**config.mk**
```make
export PLATFORM = sky130hd
export DESIGN_NAME = boot_loader
export DESIGN_NICKNAME = d
export VERILOG_FILES = /design/src/rtl/boot_pkg.sv /design/src/rtl/boot_word_assembler.sv /design/src/rtl/boot_loader.sv
export SDC_FILE = /design/constraint.sdc
export NUM_CORES = 1
export LEC_CHECK = 0
export CORE_ASPECT_RATIO = 2
export CORE_UTILIZATION = 55
export DETAILED_ROUTE_END_ITERATION = 8
export PLACE_DENSITY = 0.82
export SLEW_MARGIN = 20
export SYNTH_ARGS = -nofsm -noshare
export SYNTH_HDL_FRONTEND = slang
export SYNTH_SLANG_ARGS = --single-unit
export TNS_END_PERCENT = 1
```
**constraint.sdc**
```tcl
create_clock -name boot_clk -period 6.7 [get_ports boot_clk]
set_input_delay 1.34 -clock boot_clk [delete_from_list [all_inputs] [get_ports boot_clk]]
set_output_delay 1.34 -clock boot_clk [all_outputs]
set_load 0.02 [all_outputs]
```
**src/rtl/boot_pkg.sv**
```systemverilog
// boot_pkg: shared types and constants for the boot image loader.
//   boot_state_e    - loader FSM states
//   BOOT_*_BYTES    - byte counts of the length, word and checksum fields
package boot_pkg;

    typedef enum logic [2:0] {
        ST_IDLE   = 3'd0,
        ST_LEN    = 3'd1,
        ST_DATA   = 3'd2,
        ST_WRITE  = 3'd3,
        ST_CSUM   = 3'd4,
        ST_VERIFY = 3'd5,
        ST_DONE   = 3'd6,
        ST_ERROR  = 3'd7
    } boot_state_e;

    localparam int BOOT_LEN_BYTES  = 2;
    localparam int BOOT_CSUM_BYTES = 4;
    localparam int BOOT_WORD_BYTES = 4;

endpackage

```
**src/rtl/boot_word_assembler.sv**
```systemverilog
// boot_word_assembler: little-endian byte-to-word assembler.
//   clk_i, rst_ni - clock, async active-low reset
//   clr_i         - clears index and word (wins over en_i)
//   en_i, byte_i  - insert byte_i at the current index
//   word_o        - registered word
//   word_nxt_o    - word including the byte being inserted this cycle
//   idx_o         - current byte index
//   full_o        - pulse when the 4th byte is inserted
module boot_word_assembler (
    input  logic        clk_i,
    input  logic        rst_ni,
    input  logic        clr_i,
    input  logic        en_i,
    input  logic [7:0]  byte_i,
    output logic [31:0] word_o,
    output logic [31:0] word_nxt_o,
    output logic [1:0]  idx_o,
    output logic        full_o
);

    logic [31:0] word_q;
    logic [1:0]  idx_q;

    always_comb begin
        word_nxt_o = word_q;
        word_nxt_o[{idx_q, 3'b000} +: 8] = byte_i;
    end

    assign full_o = en_i && (idx_q == 2'd3);
    assign word_o = word_q;
    assign idx_o  = idx_q;

    // The 2-bit index wraps on its own after the 4th byte, so consecutive
    // payload words need no explicit clear.
    always_ff @(posedge clk_i or negedge rst_ni) begin
        if (!rst_ni) begin
            word_q <= '0;
            idx_q  <= '0;
        end else if (clr_i) begin
            word_q <= '0;
            idx_q  <= '0;
        end else if (en_i) begin
            word_q <= word_nxt_o;
            idx_q  <= idx_q + 2'd1;
        end
    end

endmodule

```
**src/rtl/boot_loader.sv**
```systemverilog
// boot_loader: parses a length-prefixed little-endian boot stream, writes
// the payload words to SRAM from address 0 and checks a trailing 32-bit sum.
//   boot_clk, boot_rst_n            - clock, async active-low reset
//   boot_start                      - start pulse (honoured in IDLE/DONE/ERROR)
//   boot_byte_i/valid/ready         - byte stream handshake
//   boot_sram_addr/wdata/cs/we/oe   - SRAM port
//   boot_sram_rdata/rvalid          - SRAM read return (readback only)
//   boot_busy/done/error/words      - status
// Optional feature: define BOOT_READBACK_EN to re-read and re-sum the image
// after a checksum match.
module boot_loader
    import boot_pkg::*;
#(
    parameter int DATA_WIDTH = 32,
    parameter int ADDR_WIDTH = 13,
    parameter int RAM_DEPTH  = 8192
) (
    input  logic                  boot_clk,
    input  logic                  boot_rst_n,
    input  logic                  boot_start,
    input  logic [7:0]            boot_byte_i,
    input  logic                  boot_byte_valid,
    output logic                  boot_byte_ready,
    output logic [ADDR_WIDTH-1:0] boot_sram_addr,
    output logic [DATA_WIDTH-1:0] boot_sram_wdata,
    output logic                  boot_sram_cs,
    output logic                  boot_sram_we,
    output logic                  boot_sram_oe,
    input  logic [DATA_WIDTH-1:0] boot_sram_rdata,
    input  logic                  boot_sram_rvalid,
    output logic                  boot_busy,
    output logic                  boot_done,
    output logic                  boot_error,
    output logic [ADDR_WIDTH:0]   boot_words
);

    boot_state_e         state_q, state_d;
    logic [ADDR_WIDTH:0] n_q, words_q, words_inc;
    logic [31:0]         sum_q;
    logic                done_q, err_q;

    logic        accept, start_ok, len_last, len_bad, csum_last, csum_ok;
    logic        asm_clr, asm_full;
    logic [31:0] asm_word, asm_word_nxt;
    logic [1:0]  asm_idx;
    logic [15:0] len_raw;

    assign accept    = boot_byte_valid && boot_byte_ready;
    assign start_ok  = boot_start && (state_q inside {ST_IDLE, ST_DONE, ST_ERROR});
    assign len_raw   = asm_word_nxt[15:0];
    assign len_last  = accept && (state_q == ST_LEN) && (asm_idx == 2'(BOOT_LEN_BYTES - 1));
    assign len_bad   = (len_raw == 16'd0) || (32'(len_raw) > RAM_DEPTH);
    assign csum_last = accept && (state_q == ST_CSUM) && asm_full;
    assign csum_ok   = (asm_word_nxt == sum_q);
    assign words_inc = words_q + 1'b1;
    // Length field only uses two byte lanes; restart at lane 0 for payload.
    assign asm_clr   = start_ok || len_last;

    boot_word_assembler u_asm (
        .clk_i      (boot_clk),
        .rst_ni     (boot_rst_n),
        .clr_i      (asm_clr),
        .en_i       (accept),
        .byte_i     (boot_byte_i),
        .word_o     (asm_word),
        .word_nxt_o (asm_word_nxt),
        .idx_o      (asm_idx),
        .full_o     (asm_full)
    );

`ifdef BOOT_READBACK_EN
    logic [ADDR_WIDTH:0] vcnt_q, vaddr;
    logic [31:0]         csum_q, rsum_q, rsum_nxt;
    logic                vfy_last;

    // Address steps 0..N-1 then holds N-1 for one extra cycle so the
    // registered read of the last word lands inside VERIFY.
    assign vaddr    = (vcnt_q < n_q) ? vcnt_q : (n_q - 1'b1);
    assign rsum_nxt = rsum_q + (boot_sram_rvalid ? 32'(boot_sram_rdata) : 32'd0);
    assign vfy_last = (state_q == ST_VERIFY) && (vcnt_q == n_q);
`else
    logic unused_rb;
    assign unused_rb = ^{boot_sram_rdata, boot_sram_rvalid};
`endif

    // State register
    always_ff @(posedge boot_clk or negedge boot_rst_n) begin
        if (!boot_rst_n) state_q <= ST_IDLE;
        else             state_q <= state_d;
    end

    // Next-state logic
    always_comb begin
        state_d = state_q;
        case (state_q)
            ST_IDLE, ST_DONE, ST_ERROR: if (boot_start) state_d = ST_LEN;
            ST_LEN:   if (len_last) state_d = len_bad ? ST_ERROR : ST_DATA;
            ST_DATA:  if (asm_full) state_d = ST_WRITE;
            ST_WRITE: state_d = (words_inc == n_q) ? ST_CSUM : ST_DATA;
            ST_CSUM: begin
                if (csum_last) begin
`ifdef BOOT_READBACK_EN
                    state_d = csum_ok ? ST_VERIFY : ST_ERROR;
`else
                    state_d = csum_ok ? ST_DONE : ST_ERROR;
`endif
                end
            end
`ifdef BOOT_READBACK_EN
            ST_VERIFY: if (vfy_last) state_d = (rsum_nxt == csum_q) ? ST_DONE : ST_ERROR;
`endif
            default: state_d = ST_IDLE;
        endcase
    end

    // Output logic
    always_comb begin
        boot_byte_ready = 1'b0;
        boot_busy       = 1'b0;
        boot_sram_cs    = 1'b0;
        boot_sram_we    = 1'b0;
        boot_sram_oe    = 1'b0;
        boot_sram_addr  = '0;
        boot_sram_wdata = '0;
        case (state_q)
            ST_LEN, ST_DATA, ST_CSUM: begin
                boot_byte_ready = 1'b1;
                boot_busy       = 1'b1;
            end
            ST_WRITE: begin
                boot_busy       = 1'b1;
                boot_sram_cs    = 1'b1;
                boot_sram_we    = 1'b1;
                boot_sram_addr  = words_q[ADDR_WIDTH-1:0];
                boot_sram_wdata = DATA_WIDTH'(asm_word);
            end
`ifdef BOOT_READBACK_EN
            ST_VERIFY: begin
                boot_busy      = 1'b1;
                boot_sram_cs   = 1'b1;
                boot_sram_oe   = 1'b1;
                boot_sram_addr = vaddr[ADDR_WIDTH-1:0];
            end
`endif
            default: ;
        endcase
    end

    // Datapath: counters, running sum, sticky flags
    always_ff @(posedge boot_clk or negedge boot_rst_n) begin
        if (!boot_rst_n) begin
            n_q     <= '0;
            words_q <= '0;
            sum_q   <= '0;
            done_q  <= 1'b0;
            err_q   <= 1'b0;
        end else begin
            if (start_ok) begin
                words_q <= '0;
                sum_q   <= '0;
                done_q  <= 1'b0;
                err_q   <= 1'b0;
            end
            if (len_last) begin
                if (len_bad) err_q <= 1'b1;
                else         n_q   <= len_raw[ADDR_WIDTH:0];
            end
            if (state_q == ST_WRITE) begin
                words_q <= words_inc;
                sum_q   <= sum_q + asm_word;   // wraps mod 2^32
            end
            if (csum_last) begin
`ifdef BOOT_READBACK_EN
                if (!csum_ok) err_q <= 1'b1;
`else
                if (csum_ok) done_q <= 1'b1;
                else         err_q  <= 1'b1;
`endif
            end
`ifdef BOOT_READBACK_EN
            if (vfy_last) begin
                if (rsum_nxt == csum_q) done_q <= 1'b1;
                else                    err_q  <= 1'b1;
            end
`endif
        end
    end

`ifdef BOOT_READBACK_EN
    always_ff @(posedge boot_clk or negedge boot_rst_n) begin
        if (!boot_rst_n) begin
            vcnt_q <= '0;
            csum_q <= '0;
            rsum_q <= '0;
        end else if (csum_last) begin
            vcnt_q <= '0;
            csum_q <= asm_word_nxt;
            rsum_q <= '0;
        end else if (state_q == ST_VERIFY) begin
            vcnt_q <= vcnt_q + 1'b1;
            rsum_q <= rsum_nxt;
        end
    end
`endif

    assign boot_done  = done_q;
    assign boot_error = err_q;
    assign boot_words = words_q;

endmodule

```
==> out/results.ini <==
[sta]
fmax_mhz = 208
setup_viol = 0
finalHoldViolations = 0
fin_crit_sh_pct = 71.9
slew_headroom_pct = 36.8
finalMaxSlewViolations = 0
finClkSkew_ps = 7.73
tns_ps = 0
finalCriticalPeriod_ps = 4820
rsz0062_at_grt = false
worst_pin_slew_ps = 947

[placed_design]
dp_hpwl_um = 13700
placed_cells = 1005
port_buffers = 76
place.gp.congestion = 0.925

[synth]
avgSynthCellArea_sq_um = 8.59
ys_warn_count = 0
ys_async_sr_fraction_pct = 100
netlist_instances = 811
syn_nets = 895
synth.distinct_cells = 67
synth-edff-count = 0
synth-seq-cells = 99
ys_seq_area_share_pct = 35.5
ys.flop_type = dfrtp_1
synth.cell_area_sq_um = 6970

[power]
p_leak_nw = 3.52
ir_drop_mv = 0.228
switching_power_w = 0.00144
intPower_w = 0.00168
powerDensity_nw_per_um2 = 385
p_clk_share_pct = 16.1
p_sw_share_pct = 46.0
finalPower_w = 0.00312
pwr-share-seq_pct = 32.1
comb_power_share_pct = 51.8

[detailed_routing]
ant_nets = 0
wire_per_inst_um = 18.6
vias = 6436
avgViaCountPerCell = 6.30
drt_first_pass_iters = 5
drtIter0Drc = 447
routed_wl_um = 19000
drcViolationCount = 0

[worst_setup_path]
critical_path_buf_inv_count = 4
path_common_cell = buf_4
crit_path_start_kind = flip-flop
crit_slowest_cell = dfrtp_1
worst-path-max-fanout = 63
cp-end-kind = output port
crit_family = buffers and inverters
worstPathRequired_ps = 5360
crit_arrival_ps = 3480
max_stage_delay_ps = 610
worstPathCellList = nand3b_1 -> buf_4 -> clkinv_1 -> buf_4 -> and2_2 -> clkdlybuf4s50_1
path_class = flip-flop to output port

[clocking]
htreeDepth = 3
insertion_delay_ps = 350
cts_sinks = 99
post_cts_buffers = 0
cts_hold_buf = 0
clockBufferDepth = 2
cts_tree = built
clk_root_buffer_cell = clkbuf_16
numCtsBuffers = 9
clk_pin_slew_ps = 70
cts_resized = 0

[grt]
grtUsageTotal_pct = 30.4
gr-total-overflow = 0
grt_pass1_vias = 6104
grt_pass1_wl_um = 30200
grt_max_degree = 64
antenna_found_initial = 0

[floorplan]
row_count = 57
start_util_pct = 56.8
fp.dieArea_sq_um = 13200
core_area_sq_um = 12300
io_pins = 111
die_w_um = 81.6
die_h_um = 161

[final_layout]
nNetsFinal = 953
diodes = 0
final_cells = 1021
drive_above_1_share_pct = 4.00
area_growth_pct = 16.3

[run_status]
status = finished, final reports clean

[hold_path]
worstHoldPathType = flip-flop to flip-flop

[flow_run]
maxCapViolations = 0

synth_stat cells (4+ instances only):
cell,count,area [sq um]
dfrtp_1,99,2480
o21ai_0,79,395
a21oi_1,77,385
nand2_1,73,274
xnor2_1,63,552
and2_1,49,307
ha_1,38,475
nor2_1,36,135
nor2b_1,36,225
clkbuf_1,32,120
nand3_1,29,145
xor2_1,21,184
a22o_1,16,140
inv_1,14,52.6
nand4_1,14,87.6
a21o_1,11,82.6
nor3_1,10,50.1
nor4_1,9,56.3
a211oi_1,7,52.6
and3_1,7,43.8
o21bai_1,7,52.6
o31ai_1,6,45.0
nor3b_1,5,37.5
a31oi_1,4,25.0
o211ai_1,4,30.0
through the flow:
stage | setup WS, ps | hold WS (ps) | area, sq um | utilization, %
after floorplan | 3400 | 481 | 6970 | -
after global placement | 2350 | 480 | 7810 | 63.7
after detailed placement | 2310 | 482 | 7820 | 63.7
after CTS | 1920 | 497 | 8100 | 66.1
after global routing | 1670 | 520 | 8110 | 66.1
final | 1880 | 494 | 8110 | 66.1
sequential cells by signal, summed over array words and instances, names as in the netlist:
signal / cells
sum_q: 32
n_q: 14
boot_done: 1
u_asm.idx_o: 2
state_q: 3
u_asm.word_o: 32
boot_words: 14
boot_error: 1
power by group through the flow:
stage,registers [W],logic [W],clock network [W]
2_1_floorplan,0.000928,0.00119,0
3_3_place_gp,0.000999,0.00154,0
3_5_place_dp,0.00101,0.00158,0
4_1_cts,0.000997,0.00160,0.000502
5_1_grt,0.00102,0.00176,0.000525
6_report,0.00100,0.00162,0.000503
final timing paths:
check,start,slack (ps),depth (start not counted),end
min reg2reg,boot_done,490,1,boot_done
max,state_q[2],1880,6,boot_sram_addr[2]
min,boot_done,490,1,boot_done
max reg2reg,u_asm.idx_o[0],2800,11,n_q[11]
max in group asynchronous,boot_rst_n,4520,2,u_asm.word_o[12]
min in group asynchronous,boot_rst_n,960,1,sum_q[28]
placed cells by master, fill, tap and decap left out, types with 36 or more instances in the layout:
master and n:
a21oi_1 77, and2_1 49, clkdlybuf4s50_1 75, dfrtp_1 99, ha_1 38, nand2_1 73, nor2_1 36, nor2b_1 36
o21ai_0 78, xnor2_1 63
layer usage:
metal | vias to the layer above | routed length [um] | track usage (%)
met5 | - | 0 | 0
li1 | 2999 | - | -
met2 | 267 | 9760 | 52.5
met4 | 0 | 1210 | 19.1
met1 | 3095 | 7100 | 33.8
met3 | 75 | 881 | 4.24
logic make-up (layout without fill, tap and decap cells):
group / count (synthesis) / in the layout / synth area share [%]
other: 1 / 1 / 0.0538
xor gates and xnor gates: 84 / 84 / 10.6
buffers and inverters: 53 / 116 / 3.11
muxes: 2 / 2 / 0.287
adders and majority gates: 39 / 39 / 7.11
and+or+nand+nor: 292 / 292 / 22.3
AOI/OAI and AO/OA: 241 / 241 / 21.1
DFF: 99 / 99 / 35.5
area by class of cell:
cell class,count,area [sq um]
clock buffer,13,260
clock inverter,3,22.5
fill,1035,4160
inverter,15,56.3
multi-input combinational,659,4280
sequential,99,2480
tap,147,184
timing repair buffer,85,826
Note: power is estimated with default switching activity, not from simulation.
